<file path="config.mk">
export PLATFORM = sky130hd
export DESIGN_NAME = serial_deserializer_flat
export DESIGN_NICKNAME = d
export VERILOG_FILES = /design/src/rtl/serial_deserializer_if.sv /design/src/rtl/serial_deserializer.sv /design/src/flat_wrapper.sv
export SDC_FILE = /design/constraint.sdc
export NUM_CORES = 1
export LEC_CHECK = 0
export CORE_UTILIZATION = 32
export DETAILED_ROUTE_END_ITERATION = 7
export GPL_TIMING_DRIVEN = 0
export HOLD_SLACK_MARGIN = 0.05
export MAX_ROUTING_LAYER = met4
export PLACE_DENSITY = 0.53
export SYNTH_ARGS = -nofsm -noshare
export SYNTH_HDL_FRONTEND = slang
export SYNTH_SLANG_ARGS = --single-unit
</file>
<file path="constraint.sdc">
create_clock -name C -period 1.3 [get_ports C]
set_input_delay 0.195 -clock C [delete_from_list [all_inputs] [get_ports C]]
set_output_delay 0.195 -clock C [all_outputs]
set_load 0.05 [all_outputs]
</file>
<file path="src/rtl/serial_deserializer_if.sv">
// Serial line and parallel word bundle between an upstream bit source and the deserializer.
// Latency: none, wires only.
// Backpressure: none; the receiver always accepts a bit on every falling edge of C.
interface serial_deserializer_if #(
    parameter int WIDTH = 8
);
    logic             D;   // serial line, idles low
    logic [WIDTH-1:0] Q;   // last correctly received word
    logic             V;   // one-period word-valid pulse
    logic             E;   // one-period frame-error pulse

    // Bit source side: drives the line, observes the results.
    modport master (
        output D,
        input  Q,
        input  V,
        input  E
    );

    // Receiver side: consumes the line, produces word/valid/error.
    modport slave (
        input  D,
        output Q,
        output V,
        output E
    );
endinterface

</file>
<file path="src/rtl/serial_deserializer.sv">
// Framed serial-to-parallel receiver (start=1, WIDTH data bits LSB first, [even parity], stop=0); optional parity via SERIAL_DESERIALIZER_PARITY_EN.
// Latency: Q/V/E update on the stop-bit falling edge, WIDTH+1 edges after the start bit (WIDTH+2 with parity).
// Backpressure: none; every falling edge consumes one bit, V/E pulse for exactly one C period.
module serial_deserializer #(
    parameter int WIDTH = 8
) (
    input  logic                  C,
    input  logic                  Rn,
    serial_deserializer_if.slave  bus
);

    localparam int            CW   = $clog2(WIDTH);
    localparam logic [CW-1:0] LAST = CW'(WIDTH - 1);

    typedef enum logic [1:0] {
        IDLE = 2'd0,
        DATA = 2'd1,
`ifdef SERIAL_DESERIALIZER_PARITY_EN
        PAR  = 2'd2,
`endif
        STOP = 2'd3
    } state_t;

    state_t           state;
    logic [CW-1:0]    cnt;
    logic [WIDTH-1:0] sreg;
    logic [WIDTH-1:0] q_r;
    logic             v_r;
    logic             e_r;
`ifdef SERIAL_DESERIALIZER_PARITY_EN
    logic             perr;
`endif

    // Frame FSM: shift data, check parity/stop, and register the word and status pulses.
    always_ff @(negedge C or negedge Rn) begin
        if (!Rn) begin
            state <= IDLE;
            cnt   <= '0;
            sreg  <= '0;
            q_r   <= '0;
            v_r   <= 1'b0;
            e_r   <= 1'b0;
`ifdef SERIAL_DESERIALIZER_PARITY_EN
            perr  <= 1'b0;
`endif
        end else begin
            // Status pulses last one period unless re-asserted by a stop edge.
            v_r <= 1'b0;
            e_r <= 1'b0;
            unique case (state)
                IDLE: begin
                    if (bus.D) begin
                        state <= DATA;
                        cnt   <= '0;
                    end
                end
                DATA: begin
                    sreg <= {bus.D, sreg[WIDTH-1:1]};
                    if (cnt == LAST) begin
                        // Counter parks at zero rather than wrapping through the frame.
                        cnt <= '0;
`ifdef SERIAL_DESERIALIZER_PARITY_EN
                        state <= PAR;
`else
                        state <= STOP;
`endif
                    end else begin
                        cnt <= cnt + CW'(1);
                    end
                end
`ifdef SERIAL_DESERIALIZER_PARITY_EN
                PAR: begin
                    // Even parity: data ones plus the parity bit must be even.
                    perr  <= (bus.D != (^sreg));
                    state <= STOP;
                end
`endif
                STOP: begin
`ifdef SERIAL_DESERIALIZER_PARITY_EN
                    if (!bus.D && !perr) begin
`else
                    if (!bus.D) begin
`endif
                        q_r <= sreg;
                        v_r <= 1'b1;
                    end else begin
                        // Bad frame: keep the previous word, flag it, no resync hunting.
                        e_r <= 1'b1;
                    end
`ifdef SERIAL_DESERIALIZER_PARITY_EN
                    perr <= 1'b0;
`endif
                    state <= IDLE;
                end
                default: begin
                    state <= IDLE;
                end
            endcase
        end
    end

    assign bus.Q = q_r;
    assign bus.V = v_r;
    assign bus.E = e_r;

endmodule

</file>
<file path="src/flat_wrapper.sv">
// flat-port wrapper written by rule: the top's interface ports become plain ports
module serial_deserializer_flat 
#(
    parameter int WIDTH = 8
)
  (C, Rn, bus_D, bus_Q, bus_V, bus_E);
  serial_deserializer_if #(.WIDTH(WIDTH)) bus_i ();
  input  logic C;
  input  logic Rn;
  input wire logic [$bits(bus_i.D)-1:0] bus_D;
  output wire logic [$bits(bus_i.Q)-1:0] bus_Q;
  output wire logic [$bits(bus_i.V)-1:0] bus_V;
  output wire logic [$bits(bus_i.E)-1:0] bus_E;
  assign bus_i.D = bus_D;
  assign bus_Q = bus_i.Q;
  assign bus_V = bus_i.V;
  assign bus_E = bus_i.E;
  serial_deserializer #(.WIDTH(WIDTH)) u_core (.C(C), .Rn(Rn), .bus(bus_i));
endmodule
</file>
==> Implementation_results.wiki <==
{| class="wikitable"
! Metric !! Value
|-
| Number of enable flip-flop cells after synthesis || 0
|-
| Post-synth top area share || 0.626
|-
| Asr flop ratio synth || 1.00
|-
| Number of vias in the routed layout || 511
|-
| Number of buffers created by CTS || 3
|-
| Signed area change from the synthesized netlist to the final layout || 30.2%
|-
| Start-to-end type of the worst setup path || reg2out
|-
| #FFs+latches synth || 23
|-
| Worst Skew || 0.00350 ns
|-
| Cell Count, Final, Fillers Out || 106
|-
| Net Count, Synth || 58
|-
| Portion of the post-synthesis area used by sequential elements || 0.626
|-
| Number of design rule violations left after detail routing || 0
|-
| Pins over their slew limit || 0
|-
| Count of buffering cells on the critical path with inverters included || 1
|-
| Type of element launching the critical path || register
|-
| Overflow left after global routing || 0
|-
| Cell type with the largest total area after synthesis || dfrtn_1
|-
| Minimum setup slack after placement || -0.848 ns
|-
| Die span in x || approximately 56 um
|-
| Antenna violation net count after detailed routing || 0
|-
| Placed cells || 96
|-
| Post-CTS Hold Buffers || 0
|-
| DIE HEIGHT || 55.6 um
|-
| Number of cell rows || 19
|-
| Root Buffer || clkbuf_4
|-
| Total wire length after detailed routing || 1450 um
|-
| Worst-path cell with the longest stage delay || dfrtn_1
|-
| Pin count of the biggest net entering global routing || 24
|-
| Final GP Congestion || 0.641
|-
| Max-cap check violation count || 0
|-
| Number of design-rule violations left by the first detailed-router iteration || 6
|-
| Number of primary I/O pins || 13
|-
| Req. time, crit path || 1.11 ns
|-
| DIE AREA || 0.00309 sq mm
|-
| Worst slew margin || 0.627
|-
| Transition time at the pin with the least slew margin || 0.560 ns
|-
| Number of distinct library cells after synthesis || 14
|-
| I/O Buffers || 12
|-
| Clock-pin slew on the worst setup and hold paths || 0.08 ns
|-
| Status || finished, violations left
|-
| Cell count after synthesis || between 50 and 60
|-
| Most used DFF post-synth || dfrtn_1
|-
| Cell types occupying the most area after synthesis || dfrtn_1, mux2_2, mux2_4
|-
| Number of antenna cells inserted || 0
|-
| Arrival time of data at the critical path endpoint || 1.56 ns
|-
| Largest delay share family, worst path || flip-flops
|-
| Final Hold Viols || 0
|-
| Crit-path max cell delay || around 0.44 ns
|-
| Global-route wire length before repair || 2300 um
|-
| All-Layer GR Usage || 0.102
|-
| Post-route cell area || 0.00120 sq mm
|-
| Avg Cell Area, Syn || between 15 and 20 sq um
|-
| Initial DRT Pass Iterations || 4
|-
| Placed wire-length estimate || around 900 um
|-
| Post-layout utilization of the core || 0.438
|-
| Core ar. || around 0.0027 sq mm
|-
| Post-Syn Area || 920 sq um
|-
| Leading cell types by count after synthesis || dfrtn_1, mux2_2, mux2_4
|-
| Violations in the final reports || setup timing
|-
| Clock tree from TritonCTS || done
|-
| Most used standard cell by instance count after synthesis || dfrtn_1
|-
| Fraction of final layout cells with drive strength greater than 1 || 0.600
|-
| Number of buffers on the longest clock path || 2
|-
| Post-route setup slack || -0.459 ns
|-
| Via/cell ratio || 4.82
|-
| R2R setup slack || -0.06 ns
|-
| Number of H-tree branching levels || 1
|-
| Antenna violations before repair || 0
|-
| Path class of the lowest-slack min-delay path || reg2reg
|-
| Routed wire length per instance || 13.6 um
|-
| Setup crit end kind || output pin
|-
| Via count of the first global-routing pass || 474
|-
| RSZ-0062 raised after global routing || yes
|-
| # setup viols final || 17
|-
| Clock tree sinks || 23
|-
| Cell-by-cell listing of the critical path || buf_6
|-
| Syn. warnings || 0
|-
| Clock latency of the later-clocked register in the worst-skew pair || 0.30 ns
|-
| Effective utilization at floorplan || 0.336
|-
| Placed Instance Area || 0.00108 sq mm
|-
| Largest fanout of any net on the critical path || 2
|-
| Number of nets in the layout || just over 80
|}
[kinds of logic (layout without fill, tap and decap cells)]
| logic type | count (synthesis) | in the layout | synth area share |
|---|---|---|---|
| multiplexers | 16 | 16 | 0.220 |
| adder cells (fa/ha/maj) | 2 | 2 | 0.0272 |
| buffers and inverters | 3 | 24 | 0.0299 |
| flip-flops | 23 | 23 | 0.626 |
| AO/OA/AOI/OAI | 4 | 4 | 0.0395 |
| AND/OR/NAND/NOR | 5 | 6 | 0.0571 |
[cells in the final DEF, fill, tap and decap left out, drive strengths merged]
master | synthesis | routed
a22o | 3 | 3
and2 | 1 | 1
and3 | 1 | 1
buf | 1 | 17
clkbuf | 0 | 3
clkdlybuf4s15 | 0 | 1
clkinv | 0 | 1
dfrtn | 23 | 23
ha | 2 | 2
inv | 2 | 2
mux2 | 16 | 16
nand3b | 1 | 2
nor2 | 1 | 1
nor2b | 1 | 1
o21bai | 1 | 1
[registers in the layout (all words and copies together), names as in the netlist]
signal,count
u_core.state,2
u_core.bus.Q,8
u_core.sreg,8
u_core.bus.V,1
u_core.bus.E,1
u_core.cnt,3
[timing repair]
item	CTS	global route
setup buffers	2	4
hold endpoints to repair	0	0
cloned	1	0
gates resized for setup	82	7
pin swaps	0	4
setup endpoints to repair	53	13
[per-layer routing]
metal / track usage / part of all wire
met3: 0.0512 / 0.050
met5: - / 0
met2: 0.148 / 0.49
met4: 0.0321 / 0.0062
met1: 0.124 / 0.46
[stage by stage]
step / hold WS (ns) / setup TNS, ns
floorplan: 0.435 / -3.61
global placement: 0.448 / -34.04
detailed placement: 0.452 / -34.94
CTS: 0.461 / -4.60
global route: 0.468 / -5.28
finish: 0.450 / -4.68
[cell type report]
type	instances	area [sq um]
clock buffers	3	22.5
fillers	254	1540
inverters	2	7.51
multi-input cells	28	357
clock inverters	1	5.00
repair buffers	18	191
well taps	31	38.8
flip-flops and latches	23	576
[path summary, 6_finish.rpt]
check | startpoint | end | cells after the start
hold / removal | u_core.cnt[1] | u_core.cnt[1] | 1
max in group asynchronous | Rn | u_core.bus.Q[3] | 1
setup reg to reg | u_core.state[1] | u_core.cnt[2] | 4
setup / recovery | u_core.bus.Q[5] | bus_Q[5] | 1
hold reg to reg | u_core.cnt[1] | u_core.cnt[1] | 1
min in group asynchronous | Rn | u_core.bus.E | 1
Power is not shown: default switching activity piles up to over one toggle a cycle in this logic, so the estimate is an artifact.
